### config.mk
export PLATFORM = sky130hd
export DESIGN_NAME = mem_port_arbiter
export DESIGN_NICKNAME = d
export VERILOG_FILES = /design/src/rtl/mem_port_arbiter_pkg.sv /design/src/rtl/mem_rsp_hold.sv /design/src/rtl/mem_port_arbiter.sv
export SDC_FILE = /design/constraint.sdc
export NUM_CORES = 1
export LEC_CHECK = 0
export ABC_CLOCK_PERIOD_IN_PS = 2300
export CAP_MARGIN = 25
export CORE_MARGIN = 5
export CORE_UTILIZATION = 36
export DETAILED_ROUTE_END_ITERATION = 10
export PLACE_DENSITY_LB_ADDON = 0.15
export SLEW_MARGIN = 20
export SYNTH_ARGS = -nofsm -noshare
export SYNTH_HDL_FRONTEND = slang
export SYNTH_SLANG_ARGS = --single-unit
### constraint.sdc
create_clock -name clk -period 2.3 [get_ports clk]
set_input_delay 0.46 -clock clk [delete_from_list [all_inputs] [get_ports clk]]
set_output_delay 0.46 -clock clk [all_outputs]
set_load 0.005 [all_outputs]
### src/rtl/mem_port_arbiter_pkg.sv
// Shared types for the instruction/data memory port arbiter.
// Owner encoding matches the core-wide OWN_* values used by mem_arb.vh.
package mem_port_arbiter_pkg;

  typedef enum logic [1:0] {
    OWN_NONE = 2'd0,
    OWN_IF   = 2'd1,
    OWN_D    = 2'd2
  } owner_t;

  function automatic int streak_width(input int max_streak);
    return $clog2(max_streak + 1);
  endfunction

endpackage

### src/rtl/mem_rsp_hold.sv
// Read-response holder: passes fresh memory data through on rvalid and
// keeps presenting the last delivered word while the consumer is stalled.
module mem_rsp_hold #(
  parameter int DATA_W = 32
) (
  input  logic              clk,
  input  logic              rst_n,
  input  logic              rvalid,
  input  logic [DATA_W-1:0] din,
  output logic [DATA_W-1:0] dout
);

  logic [DATA_W-1:0] hold;

  always_ff @(posedge clk or negedge rst_n) begin
    if (!rst_n) begin
      hold <= '0;
    end else if (rvalid) begin
      hold <= din;
    end
  end

  assign dout = rvalid ? din : hold;

endmodule

### src/rtl/mem_port_arbiter.sv
// Shares one synchronous-read memory between fetch and load/store, data first,
// with a bounded data streak so fetch cannot starve.
module mem_port_arbiter
  import mem_port_arbiter_pkg::*;
#(
  parameter int ADDR_W       = 14,
  parameter int DATA_W       = 32,
  parameter int MAX_D_STREAK = 4
) (
  input  logic              clk,
  input  logic              rst_n,
  input  logic              if_req,
  input  logic [ADDR_W-1:0] if_addr,
  input  logic              if_kill,
  output logic              if_gnt,
  output logic              if_rvalid,
  output logic [DATA_W-1:0] if_rdata,
  input  logic              d_req,
  input  logic [3:0]        d_we,
  input  logic [ADDR_W-1:0] d_addr,
  input  logic [DATA_W-1:0] d_wdata,
  output logic              d_gnt,
  output logic              d_rvalid,
  output logic [DATA_W-1:0] d_rdata,
  output logic              mem_en,
  output logic [3:0]        mem_we,
  output logic [ADDR_W-1:0] mem_addr,
  output logic [DATA_W-1:0] mem_din,
  input  logic [DATA_W-1:0] mem_dout,
  output logic              stall_if,
  output logic              stall_d
);

  localparam int STREAK_W = streak_width(MAX_D_STREAK);
  localparam logic [STREAK_W-1:0] STREAK_MAX = STREAK_W'(MAX_D_STREAK);

  logic [STREAK_W-1:0] streak;
  owner_t              owner, owner_nxt;
  logic                kill_flag;
  logic                force_if;

  // Fetch only wins a contended cycle once data has had its full streak.
  assign force_if = if_req & (streak == STREAK_MAX);
  assign d_gnt    = d_req & ~force_if;
  assign if_gnt   = if_req & ~d_gnt;
  assign stall_if = if_req & ~if_gnt;
  assign stall_d  = d_req & ~d_gnt;

  assign mem_en   = if_gnt | d_gnt;
  assign mem_we   = d_gnt ? d_we : 4'b0000;
  assign mem_addr = d_gnt ? d_addr : if_addr;
  assign mem_din  = d_wdata;

  always_ff @(posedge clk or negedge rst_n) begin
    if (!rst_n) begin
      streak <= '0;
    end else if (!if_req || if_gnt) begin
      streak <= '0;
    end else if (d_gnt && (streak != STREAK_MAX)) begin
      streak <= streak + STREAK_W'(1);
    end
  end

  always_ff @(posedge clk or negedge rst_n) begin
    if (!rst_n) begin
      owner     <= OWN_NONE;
      kill_flag <= 1'b0;
    end else begin
      owner     <= owner_nxt;
      kill_flag <= if_gnt & if_kill;
    end
  end

  // Writes complete at grant, so only reads claim the next response cycle.
  always_comb begin
    owner_nxt = OWN_NONE;
    if (if_gnt) begin
      owner_nxt = OWN_IF;
    end else if (d_gnt && (d_we == 4'b0000)) begin
      owner_nxt = OWN_D;
    end
  end

  assign if_rvalid = (owner == OWN_IF) & ~kill_flag & ~if_kill;
  assign d_rvalid  = (owner == OWN_D);

  mem_rsp_hold #(.DATA_W(DATA_W)) u_if_hold (
    .clk    (clk),
    .rst_n  (rst_n),
    .rvalid (if_rvalid),
    .din    (mem_dout),
    .dout   (if_rdata)
  );

  mem_rsp_hold #(.DATA_W(DATA_W)) u_d_hold (
    .clk    (clk),
    .rst_n  (rst_n),
    .rvalid (d_rvalid),
    .din    (mem_dout),
    .dout   (d_rdata)
  );

endmodule

# ---- Word-level counts from Yosys, hierarchy flattened
# Cells that the tools add are included.
dict set report word_totals {
  ff_bits 70
  in_bits 101
  out_inout_bits 121
  elab_cells 38
}
dict set report classes {
  addsub 1
  eq_ne 4
  n_mux 8
  bitwise 14
  n_reduce_logical 6
}
# operator n
set ops {}
lappend ops {{32-bit two-way mux} 2}
lappend ops {{14-bit two-way mux} 1}
lappend ops {{1-bit AND} 8}
lappend ops {{3-bit two-way mux} 2}
lappend ops {{1-bit inverter} 5}
lappend ops {{4-bit logical NOT} 1}
lappend ops {{2-bit two-way mux} 2}
lappend ops {{4-bit two-way mux} 1}
lappend ops {{3-bit by 1-bit adder with 3-bit output (second input constant)} 1}
lappend ops {{3-bit == test (second input constant)} 1}
lappend ops {{3-bit inequality test (second input constant)} 1}
lappend ops {{2-bit by 1-bit == test with 1-bit output (second input constant)} 1}
lappend ops {{2-bit == test (second input constant)} 1}
lappend ops {{1-bit logical AND} 2}
lappend ops {{2-bit nonzero test} 1}
lappend ops {{1-bit logical NOT} 1}
lappend ops {{1-bit logical OR} 1}
lappend ops {{1-bit OR} 1}

# ---- Logic depth before layout (Yosys ltp)
# Gate-level depths: netlist of run 1.
dict set report logic_depth {
  depth_word 8
  depth_mapped 6
  depth_no_buf 4
}

# ---- Modules after synthesis
# Synthesis of run 1 repeated with hierarchy kept, for this count alone.
dict set report hier_totals {
  cells_unflattened 267
  hier_area_um2 3713.6
}
# mod instances cells_each area_each_um2 seq_area_each_um2
set by_module_without_submodules {}
lappend by_module_without_submodules {mem_rsp_hold 2 68 1345.0 800.8}
lappend by_module_without_submodules {mem_port_arbiter 1 131 1023.5 150.1}

# ---- Least setup slack after synthesis of run 1
# OpenSTA, ideal clock, no wires.
dict set report synth_timing {
  path_kind {input to output}
  from {in if_kill}
  to {out if_rdata[22]}
  arrival_time_ns 1.394
  required_time_ns 1.840
  setup_slack_ns 0.446
  cell_stages 3
  n_path_buf 1
  cell_sequence {nor4b_4 -> buf_6 -> mux2_2}
}
dict set report synth_via {
  elab_chain_cells 3
}
# element line_no
set synth_lines {}
lappend synth_lines {{start, declared} mem_port_arbiter.sv:14} ;# input logic if_kill,
lappend synth_lines {{1-bit inverter} mem_port_arbiter.sv:84} ;# assign if_rvalid = (owner == OWN_IF) & ~kill_flag & ~if_kill;
lappend synth_lines {{1-bit AND} mem_port_arbiter.sv:84}
lappend synth_lines {{via if_rvalid} mem_port_arbiter.sv:16} ;# output logic if_rvalid,
lappend synth_lines {{32-bit two-way mux} mem_rsp_hold.sv:23} ;# assign dout = rvalid ? din : hold;
lappend synth_lines {{end, declared} mem_port_arbiter.sv:17} ;# output logic [DATA_W-1:0] if_rdata,
# The timed path passes the listed nets, and every way through them passes these cells.

# ---- Final worst setup path of run 1
dict set report layout_timing {
  from {reg kill_flag}
  to {out if_rdata[0]}
}
dict set report layout_via {
  elab_chain_cells 4
}
# element line_no
set layout_lines {}
lappend layout_lines {{start, declared} mem_port_arbiter.sv:39} ;# logic kill_flag;
lappend layout_lines {{start signal, assigned} mem_port_arbiter.sv:70} ;# kill_flag <= if_gnt & if_kill;
lappend layout_lines {{1-bit inverter} mem_port_arbiter.sv:84}
lappend layout_lines {{1-bit AND (2 in a row)} mem_port_arbiter.sv:84}
lappend layout_lines {{32-bit two-way mux} mem_rsp_hold.sv:23}
# Every way passes these cells.

==> results of run 1 <==
-- power breakdown --
group	switching (mW)	internal [mW]
logic	0.464	0.849
clock network	0.471	0.748
registers	0.0704	1.48
total	1.00	3.08
-- worst max-delay path, stage by stage, from the launching register on --
cell	delay [ns]
dfrtp_1	0.40
nor4b_4	0.28
buf_6	0.21
buf_6	0.15
buf_6	0.11
mux2_4	0.30
buf_6	0.12
-- repair_timing --
item | CTS | global route
endpoints found under the hold margin | 4 | 0
endpoints found under the setup margin | 88 | 73
pin swaps | 4 | 3
resized for setup | 268 | 77
gates cloned | 3 | 3
hold buffers | 1 | 0
buffers inserted | 23 | 20
-- synthesized netlist by cell type (2+ instances only) --
cell	number	area [um^2]
and2_1	2	12.5
buf_6	3	33.8
and3_1	7	43.8
ha_1	2	25.0
mux2_2	63	709
nand2_1	15	56.3
inv_1	2	7.51
o211ai_1	14	105
clkbuf_1	10	37.5
and4_1	3	26.3
dfrtp_1	70	1750
buf_4	32	240
buf_2	6	30.0
nand2b_1	14	87.6
nand4_1	14	87.6
-- state kept, by name, summed over array words and instances (netlist names) --
register        count
kill_flag           1
u_if_hold.hold     32
streak              3
u_d_hold.hold      32
owner               2
-- per-layer routing --
metal	GRT usage, %	vias up	wire length, um
li1	-	1261	-
met1	20.1	1310	4250
met2	30.4	136	5150
met3	8.20	11	1010
met4	5.09	0	105
met5	0	-	0
-- per-stage QoR --
step           utilization, %  hold slack [ns]  worst slack, ns
3_3_place_gp             53.7            0.299           -0.477
2_1_floorplan               -            0.164            0.446
5_1_grt                  62.6            0.459           -0.171
6_report                 62.6            0.474          -0.0708
4_1_cts                  61.5            0.464           -0.233
3_5_place_dp             53.7            0.296           -0.518
-- path summary, 6_finish.rpt --
| kind | cells past startpoint | start | end |
|---|---|---|---|
| min in group clk | 1 | u_d_hold.hold[26]$_DFF_PN0_ | u_d_hold.hold[26]$_DFF_PN0_ |
| hold / removal | 2 | rst_n | u_d_hold.hold[23]$_DFF_PN0_ |
| setup reg to reg | 7 | kill_flag$_DFF_PN0_ | u_if_hold.hold[13]$_DFF_PN0_ |
| hold reg to reg | 1 | u_d_hold.hold[26]$_DFF_PN0_ | u_d_hold.hold[26]$_DFF_PN0_ |
| setup / recovery | 6 | kill_flag$_DFF_PN0_ | if_rdata[0] |
| max in group asynchronous | 3 | rst_n | u_d_hold.hold[5]$_DFF_PN0_ |
-- area by class of cell --
type / instances / area share [%]
repair buffers: 219 / 37.7
flip-flops and latches: 70 / 30.6
multi-input cells: 143 / 24.9
well taps: 111 / 2.42
clock buffers: 10 / 2.40
clock inverters: 6 / 1.90
inverters: 2 / 0.131
-- cell families after synthesis --
| logic type | Yosys count | share of synthesized area (%) |
|---|---|---|
| buffers and inverters | 53 | 10.5 |
| AOI/OAI and AO/OA | 16 | 3.53 |
| DFF | 70 | 52.5 |
| adders and majority gates | 2 | 0.750 |
| muxes | 64 | 21.6 |
| and+or+nand+nor | 60 | 10.8 |
| xor gates and xnor gates | 1 | 0.263 |
==> impl_metrics.py, run 1 <==
metrics = {
    "setup_path": {
        "crit_required_ns": 1.84,
        "crit_type": "flop to primary output",
        "rrSetupSlack_ns": 0.54,
        "startpoint_type": "flop",
        "cp.arrival_ns": 1.91,
        "cp_max_fo": 6,
        "crit_path_end_kind": "primary output",
    },
    "sta": {
        "setup_tns_ns": -0.811,
        "finalHoldViolCount": 0,
        "tightest_slew_ns": 0.268,
        "clock_skew_ns": 0.00960,
        "max_freq_mhz": 422,
        "setup_slack_ns": -0.0708,
        "fin_crit_sh_pct": 103,
        "slew_headroom_pct": 82.1,
        "min_period_ns": 2.37,
        "rsz0062_at_grt": "yes",
        "slew_violations": 0,
        "setup_viol": 17,
    },
    "logic_synthesis": {
        "syn_nets": 369,
        "netlist_area_mm2": 0.00333,
        "seq_area_frac_synth_pct": 52.5,
        "synthCells": 266,
        "synth_edf_count": 0,
        "yosysWarnings": 0,
        "syn_avg_cell_area_um2": 12.5,
        "ys_types": 24,
        "synth_flop_cell": "dfrtp_1",
        "synth-seq-cells": 70,
        "ys_async_sr_fraction_pct": 100,
    },
    "power": {
        "power_mw": 4.08,
        "powerDensity_mw_per_mm2": 712,
        "leakage_nw": 2.80,
        "vdd.ir_drop.worst_mv": 0.267,
    },
    "cells_and_area": {
        "area_delta_synth_final_pct": 71.9,
        "finish.instance_area_mm2": 0.00573,
        "antennaDiodeCount": 0,
        "fin_cells": 561,
        "register_area_mm2": 0.00175,
        "fill_cells": 748,
        "nNetsFinal": 548,
        "multi_input_area_mm2": 0.00143,
        "layout_commonest_cell": "dfrtp_1",
        "mostFrequentLayoutCells": "dfrtp_1 (70), clkdlybuf4s50_1 (67), buf_6 (51)",
        "drive_gt1_share_pct": 46.0,
    },
    "clock_tree": {
        "cts_buffer_depth": 2,
        "cts_buffers": 9,
        "tritoncts": "built",
        "clock-sinks": 70,
        "insertion_delay_ns": 0.34,
        "htreeDepth": 3,
        "clk_pin_slew_worst_paths_ns": 0.08,
        "root_buffer": "clkbuf_8",
    },
    "global_route": {
        "grt_pass1_vias": 2869,
        "grt_start_max_net_pins": 47,
        "antenna_found_initial": 0,
        "grt_pass1_wl_um": 15800,
        "grt-ovfl-total": 0,
        "track_usage_pct": 17.9,
    },
    "die": {
        "die_h_um": 106,
        "ios": 222,
        "die-area_mm2": 0.0113,
        "core_mm2": 0.00915,
        "initial_utilization_pct": 36.4,
        "rows": 35,
        "die_x_um": 106,
    },
    "placement": {
        "detailed_place_hpwl_um": 7260,
        "place_area_mm2": 0.00491,
        "dp.cells": 504,
        "io_buffers": 157,
        "gp_congestion": 0.722,
    },
    "drt": {
        "drc": 0,
        "via_count": 2718,
        "drtAntennaViolNets": 0,
        "routed_via_density": 4.84,
        "routed_wl_um": 10500,
        "drtPass1Iterations": 4,
        "wire_per_inst_um": 18.7,
        "drt_iter0_markers": 69,
    },
    "job": {
        "drv_cap": 0,
    },
    "status": {
        "status": "finished, violations left",
        "violations": "setup timing",
    },
    "hold_path": {
        "hold_path_class": "input pin to asynchronous set/reset pin",
    },
}
Note: power is estimated with default switching activity, not from simulation.
==> run 2: changes to the inputs <==
--- a/config.mk
+++ b/config.mk
@@ -5,10 +5,11 @@
 export SDC_FILE = /design/constraint.sdc
 export NUM_CORES = 1
 export LEC_CHECK = 0
-export ABC_CLOCK_PERIOD_IN_PS = 2300
+export ABC_CLOCK_PERIOD_IN_PS = 1920
 export CAP_MARGIN = 25
 export CORE_MARGIN = 5
-export CORE_UTILIZATION = 36
+export CORE_UTILIZATION = 33
+export CTS_CLUSTER_SIZE = 24
 export DETAILED_ROUTE_END_ITERATION = 10
 export PLACE_DENSITY_LB_ADDON = 0.15
 export SLEW_MARGIN = 20
==> constraint.sdc (replaced) <==
create_clock -name clk -period 1.92 [get_ports clk]
set_input_delay 0.384 -clock clk [delete_from_list [all_inputs] [get_ports clk]]
set_output_delay 0.384 -clock clk [all_outputs]
set_load 0.005 [all_outputs]
==> impl_metrics.py, run 2 (synthesis results as in run 1) <==
metrics = {
    "status": {
        "status": "finished, violations left",
        "violations": "setup timing",
    },
    "cells_and_area": {
        "utilization_pct": 61.6,
        "layout_commonest_cell": "buf_6",
        "area_delta_synth_final_pct": 81.3,
        "antennaDiodeCount": 0,
        "reg.largest.list": "u_d_hold.hold x32, u_if_hold.hold x32, streak x3",
        "drive_gt1_share_pct": 55.3,
        "nNetsFinal": 559,
        "mostFrequentLayoutCells": "buf_6 (85), dfrtp_1 (70), mux2_4 (64), clkdlybuf4s50_1 (64), buf_4 (39)",
        "fill_cells": 810,
    },
    "power": {
        "p_sw_mw": 1.25,
        "powerDensity_mw_per_mm2": 839,
        "p_int_mw": 3.82,
        "pwr-share-seq_pct": 36.8,
        "p_comb_share_pct": 37.3,
        "vdd.ir_drop.worst_mv": 0.380,
        "leakage_nw": 2.84,
        "power_mw": 5.07,
        "clock_power_share_pct": 25.9,
        "swShare_pct": 24.6,
    },
    "drt": {
        "drt_iter0_markers": 84,
        "drtAntennaViolNets": 0,
        "drtPass1Iterations": 4,
        "wire_per_inst_um": 18.3,
        "drc": 0,
        "routed_via_density": 4.72,
        "routed_wl_um": 10800,
        "via_count": 2806,
    },
    "global_route": {
        "track_usage_pct": 17.4,
        "antenna_found_initial": 0,
        "grt_pass1_wl_um": 17000,
        "grt_pass1_vias": 3079,
        "grt_start_max_net_pins": 71,
        "grt-ovfl-total": 0,
    },
    "clock_tree": {
        "clock-sinks": 70,
        "root_buffer": "clkbuf_8",
        "cts_buffer_depth": 2,
        "cts_buffers": 9,
        "insertion_delay_ns": 0.33,
        "tritoncts": "built",
        "clk_pin_slew_worst_paths_ns": 0.08,
        "htreeDepth": 3,
    },
    "setup_path": {
        "cp.depth": 6,
        "slowest_stage": "dfrtp_1",
        "reg2reg_from": "owner[1]$_DFF_PN0_",
        "critPathMaxStageDelay_ns": 0.40,
        "startpoint_type": "flop",
        "crit_required_ns": 1.54,
        "startpoint": "kill_flag$_DFF_PN0_",
        "crit_end": "if_rdata[10]",
        "path_cells": "nor4b_4 > buf_4 > buf_12 > buf_12 > mux2_4 > buf_6",
        "rrSetupSlack_ns": 0.22,
        "cp_max_fo": 5,
        "crit_type": "flop to primary output",
        "r2r_cells": 7,
        "crit_family": "buffers and inverters",
        "crit_path_end_kind": "primary output",
        "cp.arrival_ns": 1.87,
        "crit_top_cell": "buf_12",
        "r2r-end": "u_d_hold.hold[5]$_DFF_PN0_",
        "worst-path-buf-inv": 4,
    },
    "placement": {
        "io_buffers": 157,
        "place_ws_ns": -0.734,
        "detailed_place_hpwl_um": 6670,
        "gp_congestion": 0.688,
    },
    "die": {
        "core_mm2": 0.00982,
        "ios": 222,
        "die_x_um": 111,
        "die-area_mm2": 0.0122,
        "rows": 36,
        "initial_utilization_pct": 34.0,
        "die_h_um": 111,
    },
    "job": {
        "drv_cap": 0,
    },
    "sta": {
        "hold-worst-slack_ns": 0.0513,
        "setup_slack_ns": -0.331,
        "clock_skew_ns": 0.00913,
        "slew_violations": 0,
        "setup_viol": 79,
        "min_period_ns": 2.25,
        "fin_crit_sh_pct": 117,
        "finalHoldViolCount": 0,
        "rsz0062_at_grt": "yes",
        "max_freq_mhz": 444,
        "tightest_slew_ns": 0.394,
        "slew_headroom_pct": 73.7,
        "setup_tns_ns": -18.16,
    },
    "hold_path": {
        "hold_path_class": "input pin to asynchronous set/reset pin",
    },
}
## run 2: cell count changes in the layout (fill, tap and decap cells not counted), sizes merged
cell,previous run,this run
buf,93,154
bufbuf,0,1
bufinv,3,2
clkbuf,35,17
clkdlybuf4s50,67,64
dlygate4sd2,22,4
dlygate4sd3,1,0
dlymetal6s2s,11,1
## run 2: cell type report
type                       instances  area (um^2)  area share, %
timing repair buffer             230         2350           38.9
sequential                        70         1750           29.0
multi-input combinational        143         1540           25.5
tap                              133          166           2.75
clock buffer                      11          141           2.34
clock inverter                     5         82.6           1.37
inverter                           2         7.51          0.124
## run 2: stage by stage
stage,instances,cell area (um^2)
global placement,524,4940
floorplan,266,3330
finish,594,6050
CTS,584,5960
detailed placement,524,4940
global route,594,6050
## run 2: how the worst min path moves through the flow
stage | depth (start not counted) | end | slack [ns]
after CTS | 2 | u_d_hold.hold[2]$_DFF_PN0_ | 0.07
after floorplan | 0 | kill_flag$_DFF_PN0_ | 0.09
after global routing | 2 | u_d_hold.hold[26]$_DFF_PN0_ | 0.08
final | 2 | u_d_hold.hold[30]$_DFF_PN0_ | 0.05
after detailed placement | 2 | u_if_hold.hold[23]$_DFF_PN0_ | 0.44
after global placement | 2 | u_if_hold.hold[23]$_DFF_PN0_ | 0.45
## run 2: power groups by stage
stage               combinational, mW  clock, mW  sequential, mW
floorplan                       0.541          0            1.85
global placement                 1.44          0            1.86
detailed placement               1.45          0            1.88
CTS                              1.85       1.36            1.86
global route                     2.02       1.43            1.90
finish                           1.89       1.31            1.87
## run 2: timing repair
action | 4_1_cts | 5_1_grt
pin swaps | 14 | 14
resized for setup | 499 | 36
hold buffers | 0 | 0
setup buffers | 40 | 16
endpoints found under the setup margin | 89 | 86
cloned | 6 | 1
## run 2: routing by layer
layer | GRT usage (%) | routed length [um]
met1 | 20.5 | 4480
met2 | 29.1 | 5280
met3 | 6.89 | 869
met4 | 5.75 | 225
met5 | 0 | 0
